--- src/rtl/vr_burst_source.sv ---
// Valid/ready burst transmitter: emits len incrementing words starting at seed,
// with an optional idle gap after each accepted word, honouring backpressure.
module vr_burst_source #(
    parameter int WIDTH   = 7,
    parameter int MAX_LEN = 16,
    parameter int GAP_W   = 4,
    localparam int LEN_W  = $clog2(MAX_LEN + 1)
) (
    input  logic             clk,
    input  logic             rst,
    input  logic             start,
    input  logic [LEN_W-1:0] len,
    input  logic [WIDTH-1:0] seed,
    input  logic [GAP_W-1:0] gap,
    output logic             up_valid,
    input  logic             up_ready,
    output logic [WIDTH-1:0] wr_data,
    output logic             busy,
    output logic             done,
    output logic [LEN_W-1:0] sent_cnt
);

    typedef enum logic [1:0] {IDLE, SEND, GAP} state_t;

    state_t           state_q, state_d;
    logic             up_valid_q, up_valid_d;
    logic [WIDTH-1:0] wr_data_q, wr_data_d;
    logic             busy_q, busy_d;
    logic             done_q, done_d;
    logic [LEN_W-1:0] sent_cnt_q, sent_cnt_d;
    logic [LEN_W-1:0] len_q, len_d;
    logic [GAP_W-1:0] gap_q, gap_d;
    logic [GAP_W-1:0] gap_cnt_q, gap_cnt_d;
    logic             accept;

    assign accept = up_valid_q & up_ready;

    always_comb begin
        state_d    = state_q;
        up_valid_d = up_valid_q;
        wr_data_d  = wr_data_q;
        busy_d     = busy_q;
        done_d     = 1'b0;
        sent_cnt_d = sent_cnt_q;
        len_d      = len_q;
        gap_d      = gap_q;
        gap_cnt_d  = gap_cnt_q;

        case (state_q)
            IDLE: begin
                if (start) begin
                    sent_cnt_d = '0;
                    if (len != '0) begin
                        len_d      = (len > LEN_W'(MAX_LEN)) ? LEN_W'(MAX_LEN) : len;
                        gap_d      = gap;
                        wr_data_d  = seed;
                        up_valid_d = 1'b1;
                        busy_d     = 1'b1;
                        state_d    = SEND;
                    end else begin
                        done_d = 1'b1;
                    end
                end
            end
            SEND: begin
                if (accept) begin
                    if (sent_cnt_q + 1'b1 == len_q) begin
                        sent_cnt_d = len_q;
                        up_valid_d = 1'b0;
                        busy_d     = 1'b0;
                        done_d     = 1'b1;
                        state_d    = IDLE;
                    end else begin
                        sent_cnt_d = sent_cnt_q + 1'b1;
                        wr_data_d  = wr_data_q + 1'b1;
                        if (gap_q != '0) begin
                            up_valid_d = 1'b0;
                            gap_cnt_d  = gap_q;
                            state_d    = GAP;
                        end
                    end
                end
            end
            GAP: begin
                // Re-raising valid on the count of 1 yields exactly gap_q idle cycles.
                gap_cnt_d = gap_cnt_q - 1'b1;
                if (gap_cnt_q == GAP_W'(1)) begin
                    up_valid_d = 1'b1;
                    state_d    = SEND;
                end
            end
            default: begin
                state_d    = IDLE;
                up_valid_d = 1'b0;
                busy_d     = 1'b0;
            end
        endcase
    end

    always_ff @(posedge clk) begin
        if (rst) begin
            state_q    <= IDLE;
            up_valid_q <= 1'b0;
            wr_data_q  <= '0;
            busy_q     <= 1'b0;
            done_q     <= 1'b0;
            sent_cnt_q <= '0;
            len_q      <= '0;
            gap_q      <= '0;
            gap_cnt_q  <= '0;
        end else begin
            state_q    <= state_d;
            up_valid_q <= up_valid_d;
            wr_data_q  <= wr_data_d;
            busy_q     <= busy_d;
            done_q     <= done_d;
            sent_cnt_q <= sent_cnt_d;
            len_q      <= len_d;
            gap_q      <= gap_d;
            gap_cnt_q  <= gap_cnt_d;
        end
    end

    assign up_valid = up_valid_q;
    assign wr_data  = wr_data_q;
    assign busy     = busy_q;
    assign done     = done_q;
    assign sent_cnt = sent_cnt_q;

endmodule

--- config.mk ---
export PLATFORM = sky130hd
export DESIGN_NAME = vr_burst_source
export DESIGN_NICKNAME = d
export VERILOG_FILES = /design/src/rtl/vr_burst_source.sv
export SDC_FILE = /design/constraint.sdc
export NUM_CORES = 1
export LEC_CHECK = 0
export ABC_AREA = 1
export BUFFER_PORTS_ARGS = -buffer_cell sky130_fd_sc_hd__buf_4
export CORE_MARGIN = 5
export CORE_UTILIZATION = 30
export DETAILED_ROUTE_END_ITERATION = 16
export GPL_TIMING_DRIVEN = 0
export SLEW_MARGIN = 0
export SYNTH_ARGS = -nofsm -noshare
export SYNTH_HDL_FRONTEND = slang
export SYNTH_SLANG_ARGS = --single-unit
--- constraint.sdc ---
create_clock -name clk -period 1.9 [get_ports clk]
set_input_delay 0 -clock clk [delete_from_list [all_inputs] [get_ports clk]]
set_output_delay 0 -clock clk [all_outputs]
set_load 0.01 [all_outputs]
==> results.json <==
{
  "antenna_cells": 0,
  "fin_tns_setup_ps": 0,
  "layout_commonest_cell": "nand2_1",
  "final_cell_mix": "nand2_1 (69), buf_4 (35), inv_1 (28), dfxtp_1 (28), nor2_1 (23)",
  "worstHoldPathType": "input pin to flop",
  "async_flop_share": 0,
  "cts_buffers": 5,
  "slew_violations": 0,
  "clockRootBuffer": "clkbuf_8",
  "power_frac_comb": 0.392,
  "place_hpwl_um": 3090,
  "relSlewSlack": 0.632,
  "end_kind": "flop",
  "track_usage": 0.120,
  "p_seq_frac": 0.377,
  "nets": 320,
  "max_freq_mhz": 579,
  "dieArea_um2": 7180,
  "syn_nets": 276,
  "startpoint_type": "flop",
  "nFillCells": 603,
  "drc": 0,
  "syn_area_per_cell_um2": 6.65,
  "drt_first_iter_violations": 79,
  "path_buf_inv": 2,
  "swShare": 0.391,
  "clkSlewWorstSetupHoldPaths_ps": 70,
  "cts_sinks": 30,
  "hold_viol_final": 0,
  "worst_pin_slew_ps": 552,
  "design_area_um2": 2160,
  "antenna_found_initial": 0,
  "fin_worst_skew_ps": 5.22,
  "critical_path.max_fanout": 8,
  "arrival_ps": 1870,
  "rsz0062_at_grt": "no",
  "grt_max_degree": 11,
  "crit_slowest_cell": "dfxtp_2",
  "die_x_um": 84.8,
  "route.final.wire_length_um": 4060,
  "grt_overflow": 0,
  "place_congestion": 0.805,
  "start_util": 0.306,
  "routed_via_density": 4.53,
  "chipHeight_um": 84.8,
  "power_density_nw_per_um2": 1070,
  "seq_area_frac_synth": 0.358,
  "path_cells": "ha_4 > inv_1 > nand2_1 > nand2_1 > nor2_1 > nand3_1 > nor2_2 > nand4_1 > nand2_4 > inv_6 > nand2_1 > a21oi_2",
  "wl_per_cell_um": 11.0,
  "status": "completed",
  "syn_inst": 252,
  "clk_latency_ps": 280,
  "ir_drop_mv": 0.388,
  "synth_edf_count": 0,
  "core-area_um2": 5470,
  "syn_to_final_growth_pct": 28.6,
  "power_leakage_nw": 0.919,
  "cp_slowest_stage_delay_ps": 370,
  "synthDistinctLibCells": 31,
  "min_from": "gap[3]",
  "intPower_w": 0.00140,
  "final.period_utilization": 0.909,
  "io_pins": 35,
  "p_clk_frac": 0.231,
  "cp.required_ps": 2050,
  "fp-row-count": 27,
  "grt_pass1_wl_um": 7030,
  "grt_pass1_vias": 1588,
  "yosys_most_used_dff": "dfxtp_1",
  "vias": 1671,
  "placed_area_um2": 2020,
  "path_class": "flop to flop",
  "post_route_cells_drive_above_1_share": 0.226,
  "cts_max_path_buffers": 2,
  "setup_viol": 0,
  "antenna_left": 0,
  "cp_common_cell": "nand2_1",
  "synth_warnings": 0,
  "power_switching_w": 0.000902,
  "cp-startpoint": "sent_cnt[0]",
  "htreeDepth": 2,
  "critPathTopFamily": "simple AND/OR/NAND/NOR gates",
  "port_buffers": 34,
  "ys_seq_elements": 30,
  "firstDrtPassIters": 4,
  "synth_area_um2": 1680,
  "period_minus_slack_ps": 1730,
  "r2r-start": "sent_cnt[0]",
  "maxCapViolCount": 0,
  "cts_tree": "built"
}
final cells by class:
| type | count | area [um2] | share of cell area |
|---|---|---|---|
| Clock buffer | 7 | 86.3 | 0.0400 |
| Sequential cell | 30 | 603 | 0.280 |
| Tap cell | 72 | 90.1 | 0.0418 |
| Timing Repair Buffer | 37 | 283 | 0.131 |
| Clock inverter | 1 | 5.00 | 0.00232 |
| Inverter | 32 | 125 | 0.0580 |
| Buffer | 5 | 20.0 | 0.00929 |
| Multi-Input combinational cell | 185 | 943 | 0.438 |
kinds of logic after synthesis:
family | count (synthesis) | share of synthesized area
AO/OA/AOI/OAI | 47 | 0.159
AND/OR/NAND/NOR | 130 | 0.346
XOR/XNOR | 4 | 0.0209
flip-flops | 30 | 0.358
buffers and inverters | 37 | 0.0866
adder cells (fa/ha/maj) | 4 | 0.0299
sequential cells by signal (all words and copies together), names as in the netlist:
register / flops
gap_cnt_q: 4
state_q: 2
busy: 1
len_q: 5
done: 1
sent_cnt: 5
wr_data: 7
up_valid: 1
gap_q: 4
power groups by stage:
stage / registers [W] / clock network, W / logic [W]
2_1_floorplan: 0.000879 / 0 / 0.000595
3_3_place_gp: 0.000875 / 0 / 0.000882
3_5_place_dp: 0.000874 / 0 / 0.000890
4_1_cts: 0.000861 / 0.000552 / 0.000897
5_1_grt: 0.000889 / 0.000575 / 0.00104
6_report: 0.000869 / 0.000533 / 0.000904
cells in the mapped netlist, drive strengths merged, types with 2 or more instances:
library cell,number,area [um2]
a21oi,27,154
ha,4,50.1
a211oi,2,15.0
nand2,73,289
inv,32,125
buf,2,8.75
xor2,3,26.3
dfxtp,30,601
nor3,5,25.0
nand4,4,25.0
or2,2,12.5
clkbuf,3,11.3
a31oi,2,12.5
nand3,16,85.1
nor2,27,121
o21ai,15,78.8
repair_timing:
action | 4_1_cts | 5_1_grt
endpoints found under the setup margin | 0 | 13
hold endpoints to repair | 2 | 0
setup buffers | 0 | 1
hold buffers | 2 | 0
resized for setup | 0 | 3
worst paths after layout:
kind	endpoint	cells past startpoint	slack, ps
hold reg to reg	len_q[0]	2	470
hold / removal	gap_q[3]	3	9
setup / recovery	wr_data[2]	12	170
setup reg to reg	wr_data[2]	12	170
worst reg2reg max path: stages (launching register included):
cell,delay (ps)
dfxtp_2,370
ha_4,280
inv_1,40
nand2_1,40
nand2_1,50
nor2_1,100
nand3_1,90
nor2_2,120
nand4_1,140
nand2_4,180
inv_6,60
nand2_1,70
a21oi_2,50
metrics by stage:
stage	hold WS [ps]	worst slack, ps	total power (W)	cells	util
2_1_floorplan	147	288	0.00147	252	-
3_3_place_gp	266	97.5	0.00176	358	0.369
3_5_place_dp	268	83.2	0.00176	358	0.369
4_1_cts	2.32	72.3	0.00231	368	0.390
5_1_grt	17.4	0.346	0.00250	369	0.394
6_report	9.33	174	0.00231	369	0.394
layer usage:
metal | global-route usage | vias up | share of wire
met5 | 0 | - | 0
met1 | 0.146 | 734 | 0.47
met2 | 0.204 | 27 | 0.47
met4 | 0.0388 | 0 | 0.014
met3 | 0.0324 | 5 | 0.043
li1 | - | 905 | -
Power figures use the tool's default switching activity.
